`src/rtl/sw_led_bank_if.sv`:
```
// Switch/LED bus between the board-facing logic and the sw_led_bank block.
interface sw_led_bank_if #(
  parameter int WIDTH = 8
);
  logic [WIDTH-1:0] sw;
  logic [1:0]       mode;
  logic             tick;
  logic [WIDTH-1:0] led;
  logic [WIDTH-1:0] sw_db;
  logic             changed;

  modport master (
    output sw, mode, tick,
    input  led, sw_db, changed
  );

  modport slave (
    input  sw, mode, tick,
    output led, sw_db, changed
  );
endinterface

```
`src/rtl/sw_led_bank.sv`:
```
// Switch synchroniser/debouncer driving a registered LED bank with four
// display modes: passthrough, toggle-latch, chase and invert.
module sw_led_bank #(
  parameter int WIDTH           = 8,
  parameter int DEBOUNCE_CYCLES = 16,
  parameter int CNT_W           = $clog2(DEBOUNCE_CYCLES) + 1
) (
  input logic          clk,
  input logic          rst,
  sw_led_bank_if.slave bus
);

  localparam logic [1:0] MODE_PASS   = 2'b00;
  localparam logic [1:0] MODE_TOGGLE = 2'b01;
  localparam logic [1:0] MODE_CHASE  = 2'b10;
  localparam logic [1:0] MODE_INVERT = 2'b11;

  localparam logic [CNT_W-1:0] CNT_MAX   = CNT_W'(DEBOUNCE_CYCLES - 1);
  localparam logic [WIDTH-1:0] CHASE_INIT = {{(WIDTH-1){1'b0}}, 1'b1};

  logic [WIDTH-1:0]            sync1_q, sync1_d;
  logic [WIDTH-1:0]            sync2_q, sync2_d;
  logic [WIDTH-1:0][CNT_W-1:0] cnt_q, cnt_d;
  logic [WIDTH-1:0]            db_q, db_d;
  logic                        changed_q, changed_d;
  logic [WIDTH-1:0]            toggle_q, toggle_d;
  logic [WIDTH-1:0]            chase_q, chase_d;
  logic [WIDTH-1:0]            led_q, led_d;
  logic [WIDTH-1:0]            upd;

  // Two-flop synchroniser for the raw, asynchronous switch pins
  always_comb begin
    sync1_d = bus.sw;
    sync2_d = sync1_q;
  end

  // Per-bit debounce: accept a new level only after it disagrees with the
  // current debounced value for DEBOUNCE_CYCLES consecutive edges
  always_comb begin
    db_d  = db_q;
    cnt_d = cnt_q;
    upd   = '0;
    for (int i = 0; i < WIDTH; i++) begin
      if (sync2_q[i] == db_q[i]) begin
        cnt_d[i] = '0;
      end else if (cnt_q[i] == CNT_MAX) begin
        db_d[i]  = sync2_q[i];
        cnt_d[i] = '0;
        upd[i]   = 1'b1;
      end else begin
        cnt_d[i] = cnt_q[i] + CNT_W'(1);
      end
    end
    changed_d = |upd;
  end

  // Toggle latch flips on debounced rising edges, only while in toggle mode
  always_comb begin
    toggle_d = toggle_q;
    if (bus.mode == MODE_TOGGLE) begin
      toggle_d = toggle_q ^ (upd & sync2_q);
    end
  end

  // One-hot chase rotates on tick in chase mode; sw_db[0] picks direction
  always_comb begin
    chase_d = chase_q;
    if ((bus.mode == MODE_CHASE) && bus.tick) begin
      if (db_q[0]) begin
        chase_d = {chase_q[0], chase_q[WIDTH-1:1]};
      end else begin
        chase_d = {chase_q[WIDTH-2:0], chase_q[WIDTH-1]};
      end
    end
  end

  // LED source select from the currently registered state
  always_comb begin
    led_d = db_q;
    case (bus.mode)
      MODE_PASS:   led_d = db_q;
      MODE_TOGGLE: led_d = toggle_q;
      MODE_CHASE:  led_d = chase_q;
      MODE_INVERT: led_d = ~db_q;
      default:     led_d = db_q;
    endcase
  end

  // All state registers; reset clears everything except the chase seed
  always_ff @(posedge clk or posedge rst) begin
    if (rst) begin
      sync1_q   <= '0;
      sync2_q   <= '0;
      cnt_q     <= '0;
      db_q      <= '0;
      changed_q <= 1'b0;
      toggle_q  <= '0;
      chase_q   <= CHASE_INIT;
      led_q     <= '0;
    end else begin
      sync1_q   <= sync1_d;
      sync2_q   <= sync2_d;
      cnt_q     <= cnt_d;
      db_q      <= db_d;
      changed_q <= changed_d;
      toggle_q  <= toggle_d;
      chase_q   <= chase_d;
      led_q     <= led_d;
    end
  end

  assign bus.led     = led_q;
  assign bus.sw_db   = db_q;
  assign bus.changed = changed_q;

endmodule

```
`src/flat_wrapper.sv`:
```
// flat-port wrapper written by rule: the top's interface ports become plain ports
module sw_led_bank_flat 
#(
  parameter int WIDTH           = 8,
  parameter int DEBOUNCE_CYCLES = 16,
  parameter int CNT_W           = $clog2(DEBOUNCE_CYCLES) + 1
)
  (clk, rst, bus_sw, bus_mode, bus_tick, bus_led, bus_sw_db, bus_changed);
  sw_led_bank_if #(.WIDTH(WIDTH)) bus_i ();
  input logic clk;
  input logic rst;
  input wire logic [$bits(bus_i.sw)-1:0] bus_sw;
  input wire logic [$bits(bus_i.mode)-1:0] bus_mode;
  input wire logic [$bits(bus_i.tick)-1:0] bus_tick;
  output wire logic [$bits(bus_i.led)-1:0] bus_led;
  output wire logic [$bits(bus_i.sw_db)-1:0] bus_sw_db;
  output wire logic [$bits(bus_i.changed)-1:0] bus_changed;
  assign bus_i.sw = bus_sw;
  assign bus_i.mode = bus_mode;
  assign bus_i.tick = bus_tick;
  assign bus_led = bus_i.led;
  assign bus_sw_db = bus_i.sw_db;
  assign bus_changed = bus_i.changed;
  sw_led_bank #(.WIDTH(WIDTH), .DEBOUNCE_CYCLES(DEBOUNCE_CYCLES), .CNT_W(CNT_W)) u_core (.clk(clk), .rst(rst), .bus(bus_i));
endmodule
```
`config.mk`:
```
export PLATFORM = sky130hd
export DESIGN_NAME = sw_led_bank_flat
export DESIGN_NICKNAME = d
export VERILOG_FILES = /design/src/rtl/sw_led_bank_if.sv /design/src/rtl/sw_led_bank.sv /design/src/flat_wrapper.sv
export SDC_FILE = /design/constraint.sdc
export NUM_CORES = 1
export LEC_CHECK = 0
export ABC_AREA = 1
export BUFFER_PORTS_ARGS = -buffer_cell sky130_fd_sc_hd__buf_2
export CAP_MARGIN = 0
export CORE_MARGIN = 3
export CORE_UTILIZATION = 60
export DETAILED_ROUTE_END_ITERATION = 10
export PLACE_DENSITY_LB_ADDON = 0.2
export SLEW_MARGIN = 10
export SYNTH_ARGS = -nofsm -noshare
export SYNTH_HDL_FRONTEND = slang
export SYNTH_SLANG_ARGS = --single-unit
```
`constraint.sdc`:
```
create_clock -name clk -period 6 [get_ports clk]
set_clock_uncertainty 0.2 [all_clocks]
set_input_delay 0.6 -clock clk [delete_from_list [all_inputs] [get_ports clk]]
set_output_delay 0.6 -clock clk [all_outputs]
set_load 0.02 [all_outputs]
```
; Yosys cells after proc, flatten, opt, wreduce, memory -nomap -nowiden
; Cells that the tools add are included.
[totals]
inputBits = 13
out_inout_bits = 17
elab_cells = 105
ff_bits = 89
[classes]
bitwise_logic = 11
n_addsub = 8
n_mux = 34
n_eq_ne = 19
n_reduce_logical = 11
[ops]
columns = cell, n
row1 = $mux W5, 16
row2 = $add A5 B1 Y5 const B, 8
row3 = $eq A5 B4 Y1 const B, 8
row4 = $pmux W8 S4, 1
row5 = $mux W1, 16
row6 = $reduce_and A2 Y1, 8
row7 = $and A8 B8 Y8, 1
row8 = $eq A1 B1 Y1, 8
row9 = $mux W8, 1
row10 = $not A1 Y1, 8
row11 = $not A8 Y8, 1
row12 = $reduce_or A8 Y1, 1
row13 = $xor A8 B8 Y8, 1
row14 = $eq A2 B2 Y1 const B, 2
row15 = $eq A2 B1 Y1 const B, 1
row16 = $logic_not A2 Y1, 1
row17 = $logic_and A1 B1 Y1, 1

; Logic depth before layout (Yosys ltp)
; Gate-level depths: netlist of run 1.
[depth]
ltp_word = 5
depth_mapped = 7
depth_no_buf = 7

; Least setup slack after synthesis of run 1
; OpenSTA, ideal clock, no wires.
[synth_timing]
path_kind = input-to-reg
start = input bus_mode[0]
end = register u_core.toggle_q[6]
t_arrival_ns = 1.180
path_slack_ns = 4.498
setup_ns = 0.123
n_path_buf = 1
stages = 5
path_cell_list = inv_1 nor2_4 buf_6 nand3_1 xor2_1
[synth_via]
elab_chain_cells = 1
[synth_lines]
columns = element, line
row1 = from (decl), flat_wrapper.sv:13  ; input wire logic [$bits(bus_i.mode)-1:0] bus_mode;
row2 = $eq A2 B1 Y1, sw_led_bank.sv:60  ; if (bus.mode == MODE_TOGGLE) begin
row3 = to (signal assigned), sw_led_bank.sv:106  ; toggle_q <= toggle_d;
row4 = to (decl), sw_led_bank.sv:26  ; logic [WIDTH-1:0] toggle_q, toggle_d;
; No other way between the ends.
; A chain may end at the register's enable or synchronous reset.

; Worst setup path after layout of run 1
[layout_timing]
start = register u_core.db_q[0] (netlist: u_core.bus.sw_db[0])
end = output bus_sw_db[0]
[layout_rtl]
columns = element, line
row1 = from (decl), sw_led_bank.sv:24  ; logic [WIDTH-1:0] db_q, db_d;
row2 = from (signal assigned), sw_led_bank.sv:95  ; db_q <= '0;
row3 = from (signal assigned), sw_led_bank.sv:104  ; db_q <= db_d;
row4 = to (decl), flat_wrapper.sv:16  ; output wire logic [$bits(bus_i.sw_db)-1:0] bus_sw_db;
; No word-level cell between the ends.

==> flow_summary.yaml, run 1 <==
outcome:
  outcome: "finished clean"
global_route:
  grt_pass1_wl_mm: 11.2
  antenna_found_initial: 0
  grt_pass1_vias: 2539
  grt.overflow.total: 0
  grt_usage: 0.199
  grt_start_max_net_pins: 90
placed_design:
  port_buffers: 29
  dp_hpwl_mm: 4.38
  post_dp_cell_area_mm2: 0.00389
  placed_cells: 466
  place.gp.congestion: 0.778
layout:
  num_antenna_cells: 0
  layout-area-overhead-vs-synth_pct: 10.9
  post-route-cell-area_mm2: 0.00409
  final_cell_count_no_fill: 482
  nNetsFinal: 426
  drive_gt1_frac: 0.129
  fillCellCount: 433
route:
  wirelength_mm: 6.39
  wl_per_cell_um: 13.2
  drtAntennaViolNets: 0
  route.detailed.drc: 0
  via_per_inst: 5.27
  first_pass_iters: 6
  drtIter0Drc: 113
  vias: 2541
power_and_ir_drop:
  p_comb_frac: 0.078
  clockPowerShare: 0.358
  p_int_mw: 0.879
  peakVddDrop_uv: 178
  p_seq_frac: 0.564
  total_leakage_power_nw: 2.12
  power_density_mw_per_mm2: 284
  p_sw_mw: 0.284
  switching_share: 0.244
job:
  max_cap_viol_count: 0
setup_path:
  cp_max_fo: 22
  arrival_ns: 1.44
  path_buf_inv: 1
  slowest_delay_ns: 0.79
  path_depth: 1
  endpoint_kind: "output pin"
  cp_cell_sequence: "buf_2"
  cp-start-kind: "flop"
  crit_slowest_cell: "dfrtp_1"
  critPathRequiredTime_ns: 5.20
  critPathKind: "reg2out"
  rr_worst_depth: 7
  path_delay_family: "flip-flops"
timing:
  maxClockFrequency_mhz: 446
  setup_viol: 0
  drv_slew: 0
  fin_crit_sh: 0.373
  worstMarginPinSlew_ns: 1.08
  post-route-min-period_ns: 2.24
  hold_viol: 0
  rsz0062_at_grt: "no"
  slew_headroom: 0.283
  totalNegativeSetupSlack_ns: 0
floorplanning:
  die_x_um: 84.4
  io_pins: 30
  dieHeight_um: 84.4
  core_region_area_mm2: 0.00571
  row_count: 27
  start_util: 0.646
  dieArea_mm2: 0.00712
synthesis:
  avgSynthCellArea_um2: 10.0
  yosysWarnings: 0
  syn_nets: 389
  ys_types: 24
  synth_cells: 368
  yosysSeqAreaShare: 0.604
  ys_ff_latch: 89
  syn_area_mm2: 0.00369
clock_network:
  cts_inserted_buffers: 9
  cts_sinks: 89
  clk_pin_slew_worst_paths_ns: 0.08
  htree_num_levels: 3
  cts_tree: "built"
  post_cts_resized: 0
  post_cts_buffers: 0
  holdBufCountCts: 0
  cts_root_buf: "clkbuf_8"
  cts_buffer_depth: 2
  worstSkewPairLatency_ns: 0.36
hold_path:
  hp-class: "in2reg"
  whs_path_depth: 1
## cell usage after synthesis (all sizes together)
cell,number,share of area
buf,4,0.012
o2111ai,6,0.014
o211ai,8,0.021
a21oi,10,0.014
nand2,70,0.073
and3,6,0.010
o21ai,32,0.045
o22ai,2,0.0034
ha,8,0.027
inv,48,0.049
dfrtp,88,0.60
nor2,42,0.049
dfstp,1,0.0071
nand3,24,0.033
xor2,19,0.045
## flip-flops by register name (all words and copies together) (netlist names)
| signal | flops |
|---|---|
| u_core.toggle_q | 8 |
| u_core.bus.led | 8 |
| u_core.bus.sw_db | 8 |
| u_core.bus.changed | 1 |
| u_core.chase_q | 8 |
| u_core.sync1_q | 8 |
| u_core.cnt_q | 40 |
| u_core.sync2_q | 8 |
## layout by cell type (no fill, tap or decap), drive strengths merged, types with 8 or more instances in the layout
| master | synthesis | layout |
|---|---|---|
| dfrtp | 88 | 88 |
| nand2 | 70 | 70 |
| inv | 48 | 47 |
| nor2 | 42 | 42 |
| o21ai | 32 | 32 |
| buf | 4 | 30 |
| nand3 | 24 | 24 |
| xor2 | 19 | 19 |
| clkbuf | 0 | 13 |
| a21oi | 10 | 10 |
| ha | 8 | 8 |
| o211ai | 8 | 8 |
## final timing paths
check / start / to / slack [ns]
worst max-delay path: u_core.bus.sw_db[0] / bus_sw_db[0] / 3.76
worst min-delay path: bus_sw[0] / u_core.sync1_q[0] / 0.14
worst max register to register: u_core.bus.sw_db[0] / u_core.bus.changed / 4.27
worst min register to register: u_core.sync1_q[0] / u_core.sync2_q[0] / 0.15
max in group asynchronous: rst / u_core.cnt_q[35] / 4.54
min in group asynchronous: rst / u_core.cnt_q[27] / 0.36
## power by group through the flow
stage | Sequential [mW] | Clock [mW] | Combinational (mW)
floorplan | 0.670 | 0 | 0.0605
global placement | 0.667 | 0 | 0.0885
detailed placement | 0.668 | 0 | 0.0924
CTS | 0.656 | 0.420 | 0.0931
global route | 0.660 | 0.449 | 0.106
finish | 0.656 | 0.416 | 0.0912
## cell type report
class | instances | area (um^2) | area share
Clock buffer | 13 | 159 | 0.0389
Clock inverter | 3 | 40.0 | 0.00979
Inverter | 48 | 181 | 0.0444
Multi-Input combinational cell | 227 | 1240 | 0.303
Sequential cell | 89 | 2230 | 0.545
Tap cell | 72 | 90.1 | 0.0220
Timing Repair Buffer | 30 | 153 | 0.0373
## logic make-up after synthesis
family	after synthesis	share of synthesized area
AND/OR/NAND/NOR	142	0.165
flip-flops	89	0.604
AO/OA/AOI/OAI	58	0.0980
buffers and inverters	52	0.0604
XOR/XNOR	19	0.0451
adder cells (fa/ha/maj)	8	0.0271
## metrics by stage
step / util / setup WS [ns] / hold WS [ns] / total power [mW]
after floorplan: - / 2.89 / 0.131 / 0.730
after global placement: 0.681 / 4.11 / 0.131 / 0.755
after detailed placement: 0.681 / 4.10 / 0.136 / 0.760
after CTS: 0.716 / 3.75 / 0.133 / 1.17
after global routing: 0.716 / 3.65 / 0.117 / 1.22
final: 0.716 / 3.76 / 0.137 / 1.16
## per-layer routing
layer / up-vias / GRT usage / share of wire / routed length, um
met1: 1229 / 0.256 / 0.45 / 2880
li1: 1262 / - / - / -
met4: 0 / 0.0748 / 0.021 / 131
met2: 37 / 0.325 / 0.49 / 3140
met5: - / 0 / 0 / 0
met3: 13 / 0.0550 / 0.036 / 233
Note: power is estimated with default switching activity, not from simulation.
==> inputs of run 2 (changes only) <==
--- a/config.mk
+++ b/config.mk
@@ -9,7 +9,7 @@
 export BUFFER_PORTS_ARGS = -buffer_cell sky130_fd_sc_hd__buf_2
 export CAP_MARGIN = 0
 export CORE_MARGIN = 3
-export CORE_UTILIZATION = 60
+export CORE_UTILIZATION = 59
 export DETAILED_ROUTE_END_ITERATION = 10
 export PLACE_DENSITY_LB_ADDON = 0.2
 export SLEW_MARGIN = 10
==> constraint.sdc (replaced) <==
create_clock -name clk -period 2.15 [get_ports clk]
set_clock_uncertainty 0.2 [all_clocks]
set_input_delay 0.215 -clock clk [delete_from_list [all_inputs] [get_ports clk]]
set_output_delay 0.215 -clock clk [all_outputs]
set_load 0.02 [all_outputs]
==> run 2 against run 1 <==
Against the previous run:
- critical path depth rose by 1
- count of clock-buffer cells in the layout rose by 1
- hold slack got worse by 0.038 ns
- total power rose to 2.9 times the previous value
- combinational power rose to 2.9 times the previous value
- core utilization fell by 1.0 points
- sequential power rose to 2.8 times the previous value
- via count fell by 0.12%
- flip-flop and latch count did not move
- largest power group unchanged
==> flow_summary.yaml, run 2 (synthesis gave the netlist of run 1 again) <==
global_route:
  antenna_found_initial: 0
  grt_start_max_net_pins: 90
  grt_pass1_wl_mm: 10.9
  grt.overflow.total: 0
  grt_usage: 0.191
  grt_pass1_vias: 2513
clock_network:
  htree_num_levels: 3
  cts_root_buf: "clkbuf_8"
  cts_inserted_buffers: 9
  cts_buffer_depth: 2
  cts_tree: "built"
  worstSkewPairLatency_ns: 0.35
  clk_pin_slew_worst_paths_ns: 0.08
  post_cts_buffers: 0
  cts_sinks: 89
timing:
  maxClockFrequency_mhz: 639
  rsz0062_at_grt: "no"
  setup_viol: 0
  hold_viol: 0
  fin_crit_sh: 0.728
  totalNegativeSetupSlack_ns: 0
  worstMarginPinSlew_ns: 0.574
  post-route-min-period_ns: 1.56
  drv_slew: 0
  slew_headroom: 0.616
setup_path:
  critPathRequiredTime_ns: 1.74
  critPathKind: "reg2out"
  cp-start-kind: "flop"
  startpoint: "u_core.bus.sw_db[0]"
  endpoint_kind: "output pin"
  arrival_ns: 1.15
  cp_max_fo: 20
  r2r_start: "u_core.cnt_q[5]"
route:
  via_per_inst: 5.13
  wirelength_mm: 6.14
  route.detailed.drc: 0
  wl_per_cell_um: 12.4
  drtIter0Drc: 178
  drtAntennaViolNets: 0
  first_pass_iters: 4
  vias: 2538
layout:
  layout-area-overhead-vs-synth_pct: 14.7
  largest_register: "u_core.cnt_q"
  nNetsFinal: 436
  post-route-cell-area_mm2: 0.00423
  largest_reg_flops: 40
  final_common_cell: "dfrtp_1"
  num_antenna_cells: 0
  mostFrequentLayoutCells: "dfrtp_1 (88), nand2_1 (69), inv_1 (47)"
  drive_gt1_frac: 0.126
  final_util: 0.706
  fillCellCount: 443
floorplanning:
  start_util: 0.616
  io_pins: 30
  dieHeight_um: 85.1
  row_count: 28
  die_x_um: 85.1
  dieArea_mm2: 0.00724
  core_region_area_mm2: 0.00599
placed_design:
  dp_hpwl_mm: 4.17
  port_buffers: 29
  post_dp_cell_area_mm2: 0.00392
  place.gp.congestion: 0.771
power_and_ir_drop:
  peakVddDrop_uv: 585
  power_density_mw_per_mm2: 792
  total_leakage_power_nw: 2.17
outcome:
  outcome: "finished clean"
job:
  max_cap_viol_count: 0
hold_path:
  hp-start: "bus_mode[0]"
  hp-class: "in2reg"
[run 2: changes by cell type in the layout (fill, tap and decap cells not counted)]
cell / before / now
dlygate4sd3_1: 0 / 9
buf_12: 0 / 1
clkbuf_1: 2 / 3
bufinv_16: 1 / 2
clkinv_2: 3 / 0
clkinvlp_4: 0 / 1
[run 2: through the flow]
| stage | power [mW] | setup slack (ns) | hold slack, ns | instances |
|---|---|---|---|---|
| finish | 3.35 | 0.585 | 0.0995 | 495 |
| global route | 3.51 | 0.487 | 0.129 | 495 |
| CTS | 3.39 | 0.561 | 0.0939 | 495 |
| detailed placement | 2.12 | 0.663 | 0.124 | 470 |
| global placement | 2.11 | 0.682 | 0.123 | 470 |
| floorplan | 2.04 | 0.700 | 0.0464 | 368 |
[run 2: worst paths after layout]
path | end | slack, ns | cells past startpoint
worst min register to register | u_core.sync2_q[6] | 0.15 | 0
worst max register to register | u_core.bus.changed | 0.65 | 7
min in group asynchronous | u_core.bus.led[5] | 0.36 | 4
worst max-delay path | bus_sw_db[0] | 0.59 | 2
max in group asynchronous | u_core.chase_q[0] | 1.03 | 4
worst min-delay path | u_core.bus.led[0] | 0.1 | 4
[run 2: what timing repair did]
action | in CTS | in global routing
endpoints found under the hold margin | 96 | 0
hold buffers | 9 | 0
resized for setup | 0 | 0
[run 2: metal layers]
layer,up-vias,track usage,share of wire
met5,-,0,0
met4,0,0.0561,0.016
met3,9,0.0660,0.045
met2,53,0.315,0.48
met1,1200,0.239,0.46
li1,1276,-,-
[run 2: cell type report]
type / instances / area, um^2 / area share
flip-flops and latches: 89 / 2230 / 0.527
multi-input cells: 227 / 1240 / 0.293
repair buffers: 40 / 263 / 0.0621
inverters: 48 / 184 / 0.0435
clock buffers: 14 / 163 / 0.0385
well taps: 75 / 93.8 / 0.0222
clock inverters: 2 / 60.1 / 0.0142
[run 2: worst max-delay path: stages, from the launching register on]
cell	delay, ns
dfrtp_1	0.37
buf_4	0.24
buf_2	0.20
[run 2: power breakdown]
group	total (mW)	internal, mW	switching [mW]
sequential	1.83	1.77	0.0609
clock	1.25	0.721	0.531
combinational	0.269	0.0983	0.170
total	3.35	2.59	0.763
==> inputs of run 3 (changes only) <==
--- a/config.mk
+++ b/config.mk
@@ -5,7 +5,7 @@
 export SDC_FILE = /design/constraint.sdc
 export NUM_CORES = 1
 export LEC_CHECK = 0
-export ABC_AREA = 1
+export ABC_AREA = 0
 export BUFFER_PORTS_ARGS = -buffer_cell sky130_fd_sc_hd__buf_2
 export CAP_MARGIN = 0
 export CORE_MARGIN = 3
==> constraint.sdc (replaced) <==
create_clock -name clk -period 1.58 [get_ports clk]
set_clock_uncertainty 0.2 [all_clocks]
set_input_delay 0.158 -clock clk [delete_from_list [all_inputs] [get_ports clk]]
set_output_delay 0.158 -clock clk [all_outputs]
set_load 0.02 [all_outputs]
==> run 3 against run 2 <==
Against the previous run:
- the run now ends with setup timing left
- sequential share of layout area fell by 6.3 points
- flip-flop and latch count is the same
- final area is 14% higher
- sequential power is 38% higher
- non-clock buffer count is 58 higher
- hold slack worse by 0.067 ns
- area after synthesis grew 2.6%
- first-iteration DRC count rose by 2.8%
- critical path depth increased by 2
- global-route usage is 4.4 points higher
- clock power rose by 32%
- core utilization is 8.9 points higher
- largest cell class unchanged
==> flow_summary.yaml, run 3 <==
timing:
  totalNegativeSetupSlack_ns: -0.0561
  fin_crit_sh: 1.04
  slew_headroom: 0.651
  rsz0062_at_grt: "yes"
  drv_slew: 0
  setup_viol: 1
  hold_viol: 0
  worst_slack_ns: -0.0561
  post-route-min-period_ns: 1.64
  maxClockFrequency_mhz: 611
  worstMarginPinSlew_ns: 0.522
synthesis:
  yosysSeqAreaShare: 0.589
  syn_area_mm2: 0.00378
  yosys.area.top_type: "dfrtp_1"
  synth-xor-area-share: 0.0946
  synth_top_family_by_area: "simple AND/OR/NAND/NOR gates"
  synth_compound_area_frac: 0.0721
  avgSynthCellArea_um2: 11.4
  yosysWarnings: 0
  syn_nets: 354
  ys.flop_type: "dfrtp_1"
  synth-adder-area-share: 0.0265
  synth_cells: 333
  synthTopCellsByArea: "dfrtp_1 (58%), nand2_1 (5.4%), xnor2_1 (5.3%)"
  synth_edf_count: 0
  synth.most_common_cell: "dfrtp_1"
  synthSimpleGateAreaFrac: 0.180
  synthArstFlopShare: 1.00
  synthMuxAreaShare: 0.0212
  ys_types: 28
  yosysTopAreaCellShare: 0.582
  yosys-top-cells-count: "dfrtp_1 (88), nand2_1 (54), nor2_1 (26), xnor2_1 (23)"
  ys_ff_latch: 89
layout:
  mostFrequentLayoutCells: "dfrtp_1 (82), nand2_1 (54), buf_4 (54)"
  largest_reg_flops: 40
  largest_register: "u_core.cnt_q"
  num_antenna_cells: 0
  layout-area-overhead-vs-synth_pct: 27.3
  final_common_cell: "dfrtp_1"
  ff_latch_area_mm2: 0.00224
  multiInputGateArea_mm2: 0.00154
  drive_gt1_frac: 0.280
  final_util: 0.795
  fillCellCount: 378
  nNetsFinal: 453
  post-route-cell-area_mm2: 0.00482
job:
  max_cap_viol_count: 0
power_and_ir_drop:
  power_density_mw_per_mm2: 965
  total_leakage_power_nw: 2.31
  total_power_mw: 4.65
  peakVddDrop_uv: 858
clock_network:
  cts_tree: "built"
  cts_root_buf: "clkbuf_8"
  htree_num_levels: 3
  clk_pin_slew_worst_paths_ns: 0.08
  cts_inserted_buffers: 9
  cts_sinks: 89
  worstSkewPairLatency_ns: 0.35
  cts_buffer_depth: 2
route:
  route.detailed.drc: 0
  drtIter0Drc: 183
  via_per_inst: 5.48
  wl_per_cell_um: 15.4
  wirelength_mm: 7.88
  vias: 2800
  drtAntennaViolNets: 0
  first_pass_iters: 4
setup_path:
  critPathRequiredTime_ns: 1.61
  critPathKind: "reg2reg"
  cp-start-kind: "flop"
  crit_end: "u_core.bus.changed"
  rr_worst_depth: 4
  r2r_start: "u_core.cnt_q[11]"
  endpoint_kind: "flop"
  cp_max_fo: 2
  rrSetupSlack_ns: -0.06
  arrival_ns: 1.67
  startpoint: "u_core.cnt_q[11]"
  r2r-end: "u_core.bus.changed"
floorplanning:
  io_pins: 30
  dieArea_mm2: 0.00741
  start_util: 0.624
  row_count: 28
  die_x_um: 86.1
  core_region_area_mm2: 0.00606
  dieHeight_um: 86.1
hold_path:
  hp-class: "in2reg"
outcome:
  violations: "setup timing"
  outcome: "finished, violations left"
global_route:
  grt_pass1_wl_mm: 13.5
  grt.overflow.total: 0
  grt_start_max_net_pins: 40
  antenna_found_initial: 0
  grt_pass1_vias: 2907
  grt_usage: 0.235
placed_design:
  port_buffers: 29
  dp_hpwl_mm: 5.33
  place_worst_setup_slack_ns: -0.0562
  post_dp_cell_area_mm2: 0.00444
  place.gp.congestion: 0.800
run 3: cell count changes after synthesis, moves of 10 or more:
cell / delta
inv_1: -47
xnor2_1: +23
nand3_1: -16
nand4b_1: +16
nand2_1: -15
o21ai_0: -15
nor2_1: -14
a31oi_1: +10
run 3: layout make-up:
cell class | count | share of cell area
sequential | 89 | 0.464
multi-input combinational | 233 | 0.319
timing repair buffer | 98 | 0.152
clock buffer | 10 | 0.0265
tap | 75 | 0.0195
clock inverter | 5 | 0.0169
inverter | 1 | 0.00156
run 3: how the worst min path moves through the flow:
stage | start | to | slack [ns] | cells past startpoint
detailed placement | rst | u_core.sync1_q[3] | -0.03 | 2
finish | bus_mode[1] | u_core.bus.led[4] | 0.03 | 3
global placement | rst | u_core.sync1_q[3] | -0.03 | 2
global route | bus_mode[1] | u_core.bus.led[4] | 0.05 | 3
floorplan | bus_sw[0] | u_core.sync1_q[0] | -0.01 | 0
CTS | bus_mode[1] | u_core.bus.led[6] | 0.02 | 3
run 3: power breakdown:
part	switching [mW]	leakage, nW	internal, mW
Combinational	0.250	1.05	0.228
Clock	0.769	0.102	0.883
Sequential	0.110	1.16	2.41
run 3: kinds of logic (layout without fill, tap and decap cells):
family          after synthesis  count (layout)
simple gates                131             131
mux                           8               8
fa+ha+maj                     8               8
buf+inv                      11             114
compound gates               46              46
flops                        89              89
xor+xnor                     40              40
run 3: stage by stage:
stage,instances,hold slack (ns)
6_report,511,0.0327
2_1_floorplan,333,-0.0106
3_3_place_gp,480,-0.0305
3_5_place_dp,480,-0.0272
5_1_grt,511,0.0526
4_1_cts,509,0.0161
run 3: layer usage:
metal  up-vias  GRT usage  wire (um)
li1       1353          -          -
met1      1371      0.303       3540
met2        57      0.383       3860
met3        19     0.0567        285
met4         0     0.0935        201
met5         -          0          0
run 3: worst max-delay path, stage by stage, from the launching register on:
cell and delay (ns):
dfrtp_1 0.39, ha_2 0.19, nand4b_1 0.13, o22ai_2 0.09, or4_1 0.52
run 3: what timing repair did:
item                                    4_1_cts  5_1_grt
hold endpoints to repair                     98        0
setup buffers                                 4        2
resized for setup                             3        2
endpoints found under the setup margin        1        3
pin swaps                                     2        4
hold buffers                                 10        0
cloned                                        0        0
